<file path="src/rtl/key_scan_debounce.sv">
// Four-key debouncer with one-cycle press, release and long-press pulses.
// A short press toggles that key's LED; any long press turns all LEDs off.
//
// state     | meaning
// IDLE      | key released and debounced
// PRESS_DEB | raw low seen, counting stable cycles before accepting the press
// HELD      | press accepted, counting toward the long-press pulse
// REL_DEB   | raw high seen while held, counting stable cycles before release
module key_scan_debounce #(
  parameter int DEBOUNCE_CYCLES = 1_000_000,
  parameter int LONG_CYCLES     = 50_000_000
) (
  input  logic       FPGA_CLK,
  input  logic       RST_N,
  input  logic [3:0] KEY,
  output logic [3:0] KEY_STATE,
  output logic [3:0] KEY_PRESS,
  output logic [3:0] KEY_RELEASE,
  output logic [3:0] KEY_LONG,
  output logic [3:0] LED
);

  localparam int DW = (DEBOUNCE_CYCLES > 1) ? $clog2(DEBOUNCE_CYCLES) : 1;
  localparam int HW = (LONG_CYCLES > 1) ? $clog2(LONG_CYCLES) : 1;
  localparam logic [DW-1:0] D_LAST = DW'(DEBOUNCE_CYCLES - 1);
  localparam logic [HW-1:0] H_LAST = HW'(LONG_CYCLES - 1);

  typedef enum logic [1:0] {IDLE, PRESS_DEB, HELD, REL_DEB} key_st_t;

  logic [3:0]    s1;
  logic [3:0]    s2;
  key_st_t       st   [4];
  logic [DW-1:0] dcnt [4];
  logic [HW-1:0] hcnt [4];
  logic [3:0]    long_fired;
  logic [3:0]    rel_hit;
  logic [3:0]    long_hit;
  logic [3:0]    toggle;
  logic          clear;

  // Decisions shared by the per-key FSMs and the LED register.
  always_comb begin
    rel_hit  = '0;
    long_hit = '0;
    for (int i = 0; i < 4; i++) begin
      rel_hit[i]  = (st[i] == REL_DEB) && s2[i] && (dcnt[i] == D_LAST);
      long_hit[i] = (st[i] == HELD) && !s2[i] && !long_fired[i] &&
                    (hcnt[i] == H_LAST);
    end
    toggle = rel_hit & ~long_fired;
    clear  = |long_hit;
  end

  always_ff @(posedge FPGA_CLK) begin
    if (!RST_N) begin
      s1          <= 4'b1111;
      s2          <= 4'b1111;
      long_fired  <= '0;
      KEY_STATE   <= '0;
      KEY_PRESS   <= '0;
      KEY_RELEASE <= '0;
      KEY_LONG    <= '0;
      LED         <= 4'b1111;
      for (int i = 0; i < 4; i++) begin
        st[i]   <= IDLE;
        dcnt[i] <= '0;
        hcnt[i] <= '0;
      end
    end else begin
      s1          <= KEY;
      s2          <= s1;
      KEY_PRESS   <= '0;
      KEY_RELEASE <= '0;
      KEY_LONG    <= '0;
      LED         <= clear ? 4'b1111 : (LED ^ toggle);
      for (int i = 0; i < 4; i++) begin
        case (st[i])
          IDLE: begin
            if (!s2[i]) begin
              st[i]   <= PRESS_DEB;
              dcnt[i] <= '0;
            end
          end
          PRESS_DEB: begin
            if (s2[i]) begin
              st[i] <= IDLE;
            end else if (dcnt[i] == D_LAST) begin
              st[i]         <= HELD;
              KEY_PRESS[i]  <= 1'b1;
              KEY_STATE[i]  <= 1'b1;
              hcnt[i]       <= '0;
              long_fired[i] <= 1'b0;
            end else begin
              dcnt[i] <= dcnt[i] + DW'(1);
            end
          end
          HELD: begin
            if (s2[i]) begin
              st[i]   <= REL_DEB;
              dcnt[i] <= '0;
            end else if (long_hit[i]) begin
              KEY_LONG[i]   <= 1'b1;
              long_fired[i] <= 1'b1;
            end else if (!long_fired[i]) begin
              hcnt[i] <= hcnt[i] + HW'(1);
            end
          end
          REL_DEB: begin
            // A bounce back to low resumes the hold count where it left off.
            if (!s2[i]) begin
              st[i] <= HELD;
            end else if (rel_hit[i]) begin
              st[i]          <= IDLE;
              KEY_RELEASE[i] <= 1'b1;
              KEY_STATE[i]   <= 1'b0;
            end else begin
              dcnt[i] <= dcnt[i] + DW'(1);
            end
          end
          default: st[i] <= IDLE;
        endcase
      end
    end
  end

endmodule
</file>
<file path="config.mk">
export PLATFORM = sky130hd
export DESIGN_NAME = key_scan_debounce
export DESIGN_NICKNAME = d
export VERILOG_FILES = /design/src/rtl/key_scan_debounce.sv
export SDC_FILE = /design/constraint.sdc
export NUM_CORES = 1
export LEC_CHECK = 0
export ABC_AREA = 1
export CORE_ASPECT_RATIO = 2
export CORE_MARGIN = 1.5
export CORE_UTILIZATION = 54
export CTS_BUF_LIST = sky130_fd_sc_hd__clkbuf_2 sky130_fd_sc_hd__clkbuf_4 sky130_fd_sc_hd__clkbuf_8
export DETAILED_ROUTE_END_ITERATION = 16
export GPL_ROUTABILITY_DRIVEN = 0
export GPL_TIMING_DRIVEN = 1
export PLACE_DENSITY = 0.69
export SYNTH_ARGS = -nofsm -noshare
export SYNTH_HDL_FRONTEND = slang
export SYNTH_SLANG_ARGS = --single-unit
export TNS_END_PERCENT = 1
</file>
<file path="constraint.sdc">
create_clock -name FPGA_CLK -period 6.37 [get_ports FPGA_CLK]
set_input_delay 0.637 -clock FPGA_CLK [delete_from_list [all_inputs] [get_ports FPGA_CLK]]
set_output_delay 0.637 -clock FPGA_CLK [all_outputs]
set_load 0.005 [all_outputs]
</file>
# ---- After elaboration in Yosys (flattened, before gate mapping)
# Memory sizes are Yosys's and may differ from the RTL's.
# Cells that the tools add are included.
dict set report word_totals {
  reg_bits 32
  mem_bits_rw 192
  input_bits 6
  elab_cells 434
  mem_count 3
}
# name depth word_bits read_ports rd_ports_with_merged_regs write_ports line_no
set memory_table {}
lappend memory_table {hcnt 4 26 4 0 4 34} ;# logic [HW-1:0] hcnt [4];
lappend memory_table {dcnt 4 20 4 0 4 33} ;# logic [DW-1:0] dcnt [4];
lappend memory_table {st 4 2 4 0 4 32} ;# key_st_t st [4];
dict set report classes {
  add_sub_neg 8
  n_eq_ne 44
  muxes 253
  n_bitwise 56
  reduce_logical 53
}
# cell n
set op_table {}
lappend op_table {{$mux W20} 16}
lappend op_table {{$mux W26} 8}
lappend op_table {{$mux W1} 197}
lappend op_table {{$add A26 B1 Y26 const B} 4}
lappend op_table {{$eq A26 B26 Y1 const B} 4}
lappend op_table {{$add A20 B1 Y20 const B} 4}
lappend op_table {{$eq A20 B20 Y1 const B} 4}
lappend op_table {{$mux W2} 24}
lappend op_table {{$ne A2 B2 Y1 const B} 24}
lappend op_table {{$or A1 B1 Y1} 48}
lappend op_table {{$reduce_and A5 Y1} 8}
lappend op_table {{$logic_and A1 B1 Y1} 20}
lappend op_table {{$eq A2 B2 Y1 const B} 8}
lappend op_table {{$pmux W1 S2} 8}
lappend op_table {{$reduce_bool A2 Y1} 8}
lappend op_table {{$reduce_or A3 Y1} 4}
lappend op_table {{$eq A2 B1 Y1 const B} 4}
lappend op_table {{$logic_not A1 Y1} 8}
lappend op_table {{$logic_not A2 Y1} 4}
lappend op_table {{$not A1 Y1} 5}
lappend op_table {{$reduce_or A5 Y1} 1}
lappend op_table {{$and A4 B4 Y4} 1}
lappend op_table {{$not A4 Y4} 1}
lappend op_table {{$xor A4 B4 Y4} 1}

# ---- Longest topological paths before layout
dict set report depth {
  ltp_word 10
  mapped_depth 11
  mapped_depth_nobuf 10
}

# ---- Worst setup path after synthesis
# Ideal clock, no wire load.
dict set report synth_timing {
  path_type {reg-to-reg}
  from {memory hcnt[0][0] in the netlist's numbering}
  to {memory hcnt[0][0] in the netlist's numbering (enable)}
  setup_ns 0.507
  t_arrival_ns 2.033
  t_required_ns 5.863
  path_slack_ns 3.830
  stages_incl_launch_ff 10
  path_buffers 1
  period_less_slack_ns 2.540
  path_cell_list {edfxtp_1 > ha_1 > nand3_2 > nor2_4 > nand2_1 > nor2_1 > nand2_1 > nand3_2 > buf_6 > nand3_1}
}
# item line_no
set synth_rtl {}
lappend synth_rtl {{start: declaration} 34}

==> run metrics <==
Post-synth EDFFs=192; CTS tree=yes; Die ar.=26,200 µm²; Bufs on Longest Clock Path=3; Yosys reg bits=224; library cells used by synthesis=40; maximum number of pins on one net before global-route repair=35; via count of the first global-routing pass=11,600; arrival time at the worst endpoint=3.49 ns; initial detailed-routing violation count=737; number of cell instances on the worst register-to-register path=6; clock skew after layout=0.0303 ns; area of the mapped netlist=13,600 µm²; Async S/R FF share, synth=0; sequential share of the synthesized area=0.471; run status=complete, no violations; largest voltage drop on the vdd net=0.000200 V; worst-case headroom to the max-slew limit=0.240; routed via count divided by cell count=5.38; Ant. Diodes=0; Hold-fix buffers, CTS=0; final setup violating endpoints=0; endpoint type of the worst setup path=flop; Post-Syn Instances=1,763; overall via count from detail_route=11,600; total number of clock tree sinks=224; placeable core region=24,900 µm²; Congestion Overflow GR=0; ports placed on the boundary=26; proportion of layout cells with a drive suffix above 1=0.0706; total nets after synthesis=1,777; instance area at placement=14,100 µm²; clock slew at reported path FFs=0.06 ns; row count=82; NumNets Final=1,815; min Tclk post-route=3.41 ns; max-slew violation total from the final report=0; chip width=115 µm; start point of the worst hold path=s1[1]$_SDFF_PN1_; Reg-to-Reg Start=dcnt[0][0]$_SDFFCE_PN0P_; Post-CTS Setup Bufs=0; final-report hold violation count=0; pwr/cell area=229 nW/µm²; global-route wire length before repair=51.9 mm; hold path endpoint=s2[1]$_SDFF_PN1_; setup repair after global routing missed its margin=false; maximum fanout encountered on the critical timing path=34; ys flop type=sky130_fd_sc_hd__edfxtp_1; post-route cell area=14,900 µm²; Worst setup SP type=input pin; post-detailed-placement half-perimeter wirelength=23.7 mm; registers with the most flip-flops=hcnt: 104 flops, dcnt: 80 flops, st: 8 flops; number of resized instances in the post-cts repair step=0; antenna violations before repair=0; H-tree levels=2; Min-Delay Path Class=reg -> reg; insertion delay to the later sink of the worst-skew pair=0.54 ns; detail-routed net length per standard cell=14.7 µm; maximum frequency from static timing analysis=293 MHz; Data required, critical path=6.44 ns; Clock Root Buffer=sky130_fd_sc_hd__clkbuf_8; Initial Utilization=0.545; gr usage total=0.249; total wire length after detailed routing=31.8 mm; path type of the worst setup path=in -> reg; number of warnings reported in the yosys synthesis log=0; quantity of I/O buffers inserted on ports=25; post-synthesis to final-layout area growth=9.36%; FF-to-FF setup slack=3.15 ns; register with the most flip-flops=hcnt; number of antenna-violating nets in the routed design=0; length of the first detailed-routing pass in iterations=7; detailed-route DRC error count=0; final-layout fill cell count=2,324; Tcrit/Tclk final=0.536; height of the die=227 µm; leakage dissipation=5.66 nW; per-instance average area after synthesis=7.71 µm²; Least-Margin Pin Slew=1.14 ns; Cells on Worst Hold Path=1; total clock buffers created by CTS=36; number of flip-flops under the largest register name=104; Max Cap Viol=0; total negative slack=0 ns; Critical R2R Capture=dcnt[0][17]$_SDFFCE_PN0P_
==> worst max-delay path by stage <==
stage / startpoint / end / slack (ns) / depth (start not counted)
floorplan: hcnt[0][0]$_SDFFCE_PN0P_ / hcnt[0][0]$_SDFFCE_PN0P_ / 3.83 / 9
CTS: RST_N / dcnt[3][8]$_DFFE_PP_ / 2.95 / 6
finish: RST_N / dcnt[3][7]$_DFFE_PP_ / 2.96 / 6
global route: RST_N / dcnt[3][8]$_DFFE_PP_ / 2.66 / 6
detailed placement: RST_N / dcnt[3][17]$_DFFE_PP_ / 2.40 / 6
global placement: RST_N / dcnt[3][18]$_DFFE_PP_ / 2.42 / 6
==> critical path: stages <==
cell and delay [ns]:
sky130_fd_sc_hd__clkdlybuf4s50_1 0.39, sky130_fd_sc_hd__buf_4 0.25, sky130_fd_sc_hd__inv_1 0.74, sky130_fd_sc_hd__nor2_1 0.13, sky130_fd_sc_hd__nand2_1 0.57, sky130_fd_sc_hd__nand2_1 0.73
==> final cells by class <==
class,count,area [µm²],share of cell area
clock inverter,9,71.3,0.00480
sequential,224,6410,0.431
tap,336,420,0.0283
clock buffer,55,682,0.0459
multi-input combinational,1293,6200,0.417
inverter,218,818,0.0550
timing repair buffer,28,273,0.0183
==> metal layers <==
metal / up-vias / track usage / share of wire
li1: 5849 / - / -
met1: 5383 / 0.236 / 0.35
met2: 275 / 0.492 / 0.55
met3: 140 / 0.0301 / 0.031
met4: 0 / 0.154 / 0.060
met5: - / 0 / 0
==> cell usage after synthesis, types with 5 or more instances <==
cell | n | share of area
sky130_fd_sc_hd__a21oi_1 | 67 | 0.025
sky130_fd_sc_hd__a21oi_2 | 9 | 0.0058
sky130_fd_sc_hd__buf_2 | 12 | 0.0044
sky130_fd_sc_hd__buf_6 | 5 | 0.0041
sky130_fd_sc_hd__dfxtp_1 | 32 | 0.047
sky130_fd_sc_hd__edfxtp_1 | 192 | 0.42
sky130_fd_sc_hd__ha_1 | 8 | 0.0074
sky130_fd_sc_hd__inv_1 | 215 | 0.059
sky130_fd_sc_hd__nand2_1 | 435 | 0.12
sky130_fd_sc_hd__nand2_2 | 6 | 0.0028
sky130_fd_sc_hd__nand3_1 | 116 | 0.043
sky130_fd_sc_hd__nand3_2 | 6 | 0.0044
sky130_fd_sc_hd__nand3b_1 | 21 | 0.012
sky130_fd_sc_hd__nand4_1 | 57 | 0.026
sky130_fd_sc_hd__nor2_1 | 349 | 0.096
sky130_fd_sc_hd__nor2_2 | 10 | 0.0046
sky130_fd_sc_hd__nor2_4 | 7 | 0.0058
sky130_fd_sc_hd__nor3_1 | 64 | 0.024
sky130_fd_sc_hd__nor3_2 | 9 | 0.0066
sky130_fd_sc_hd__o21ai_0 | 18 | 0.0066
sky130_fd_sc_hd__or2_2 | 13 | 0.0060
sky130_fd_sc_hd__xnor2_1 | 17 | 0.011
sky130_fd_sc_hd__xor2_1 | 57 | 0.037
==> logic make-up after synthesis <==
kind of cell,after synthesis,synth area share
AO/OA/AOI/OAI,104,0.0422
XOR/XNOR,74,0.0477
adder cells (fa/ha/maj),8,0.00736
buffers and inverters,246,0.0730
flip-flops,224,0.471
AND/OR/NAND/NOR,1107,0.358
==> cell usage in the layout, fill, tap and decap left out, types with 13 or more instances in the layout <==
master / synthesis / routed
sky130_fd_sc_hd__a21oi_1: 67 / 67
sky130_fd_sc_hd__clkbuf_8: 0 / 43
sky130_fd_sc_hd__clkdlybuf4s50_1: 0 / 25
sky130_fd_sc_hd__dfxtp_1: 32 / 32
sky130_fd_sc_hd__edfxtp_1: 192 / 192
sky130_fd_sc_hd__inv_1: 215 / 215
sky130_fd_sc_hd__nand2_1: 435 / 435
sky130_fd_sc_hd__nand3_1: 116 / 116
sky130_fd_sc_hd__nand3b_1: 21 / 21
sky130_fd_sc_hd__nand4_1: 57 / 57
sky130_fd_sc_hd__nor2_1: 349 / 349
sky130_fd_sc_hd__nor3_1: 64 / 64
sky130_fd_sc_hd__o21ai_0: 18 / 18
sky130_fd_sc_hd__or2_2: 13 / 13
sky130_fd_sc_hd__xnor2_1: 17 / 17
sky130_fd_sc_hd__xor2_1: 57 / 57
==> per-stage QoR <==
step | instances | hold slack, ns | power (mW) | worst slack, ns | utilization
after CTS | 2163 | 0.400 | 3.43 | 2.95 | 0.596
final | 2163 | 0.406 | 3.40 | 2.96 | 0.596
after global routing | 2163 | 0.425 | 3.53 | 2.66 | 0.596
after floorplan | 1763 | 0.393 | 2.03 | 3.83 | -
after detailed placement | 2099 | 0.399 | 2.12 | 2.40 | 0.566
after global placement | 2099 | 0.394 | 2.11 | 2.42 | 0.566
==> power breakdown <==
group	internal, mW	switching, mW
combinational	0.0870	0.190
sequential	1.70	0.111
clock	0.724	0.588
total	2.51	0.889
Power figures use the tool's default switching activity.
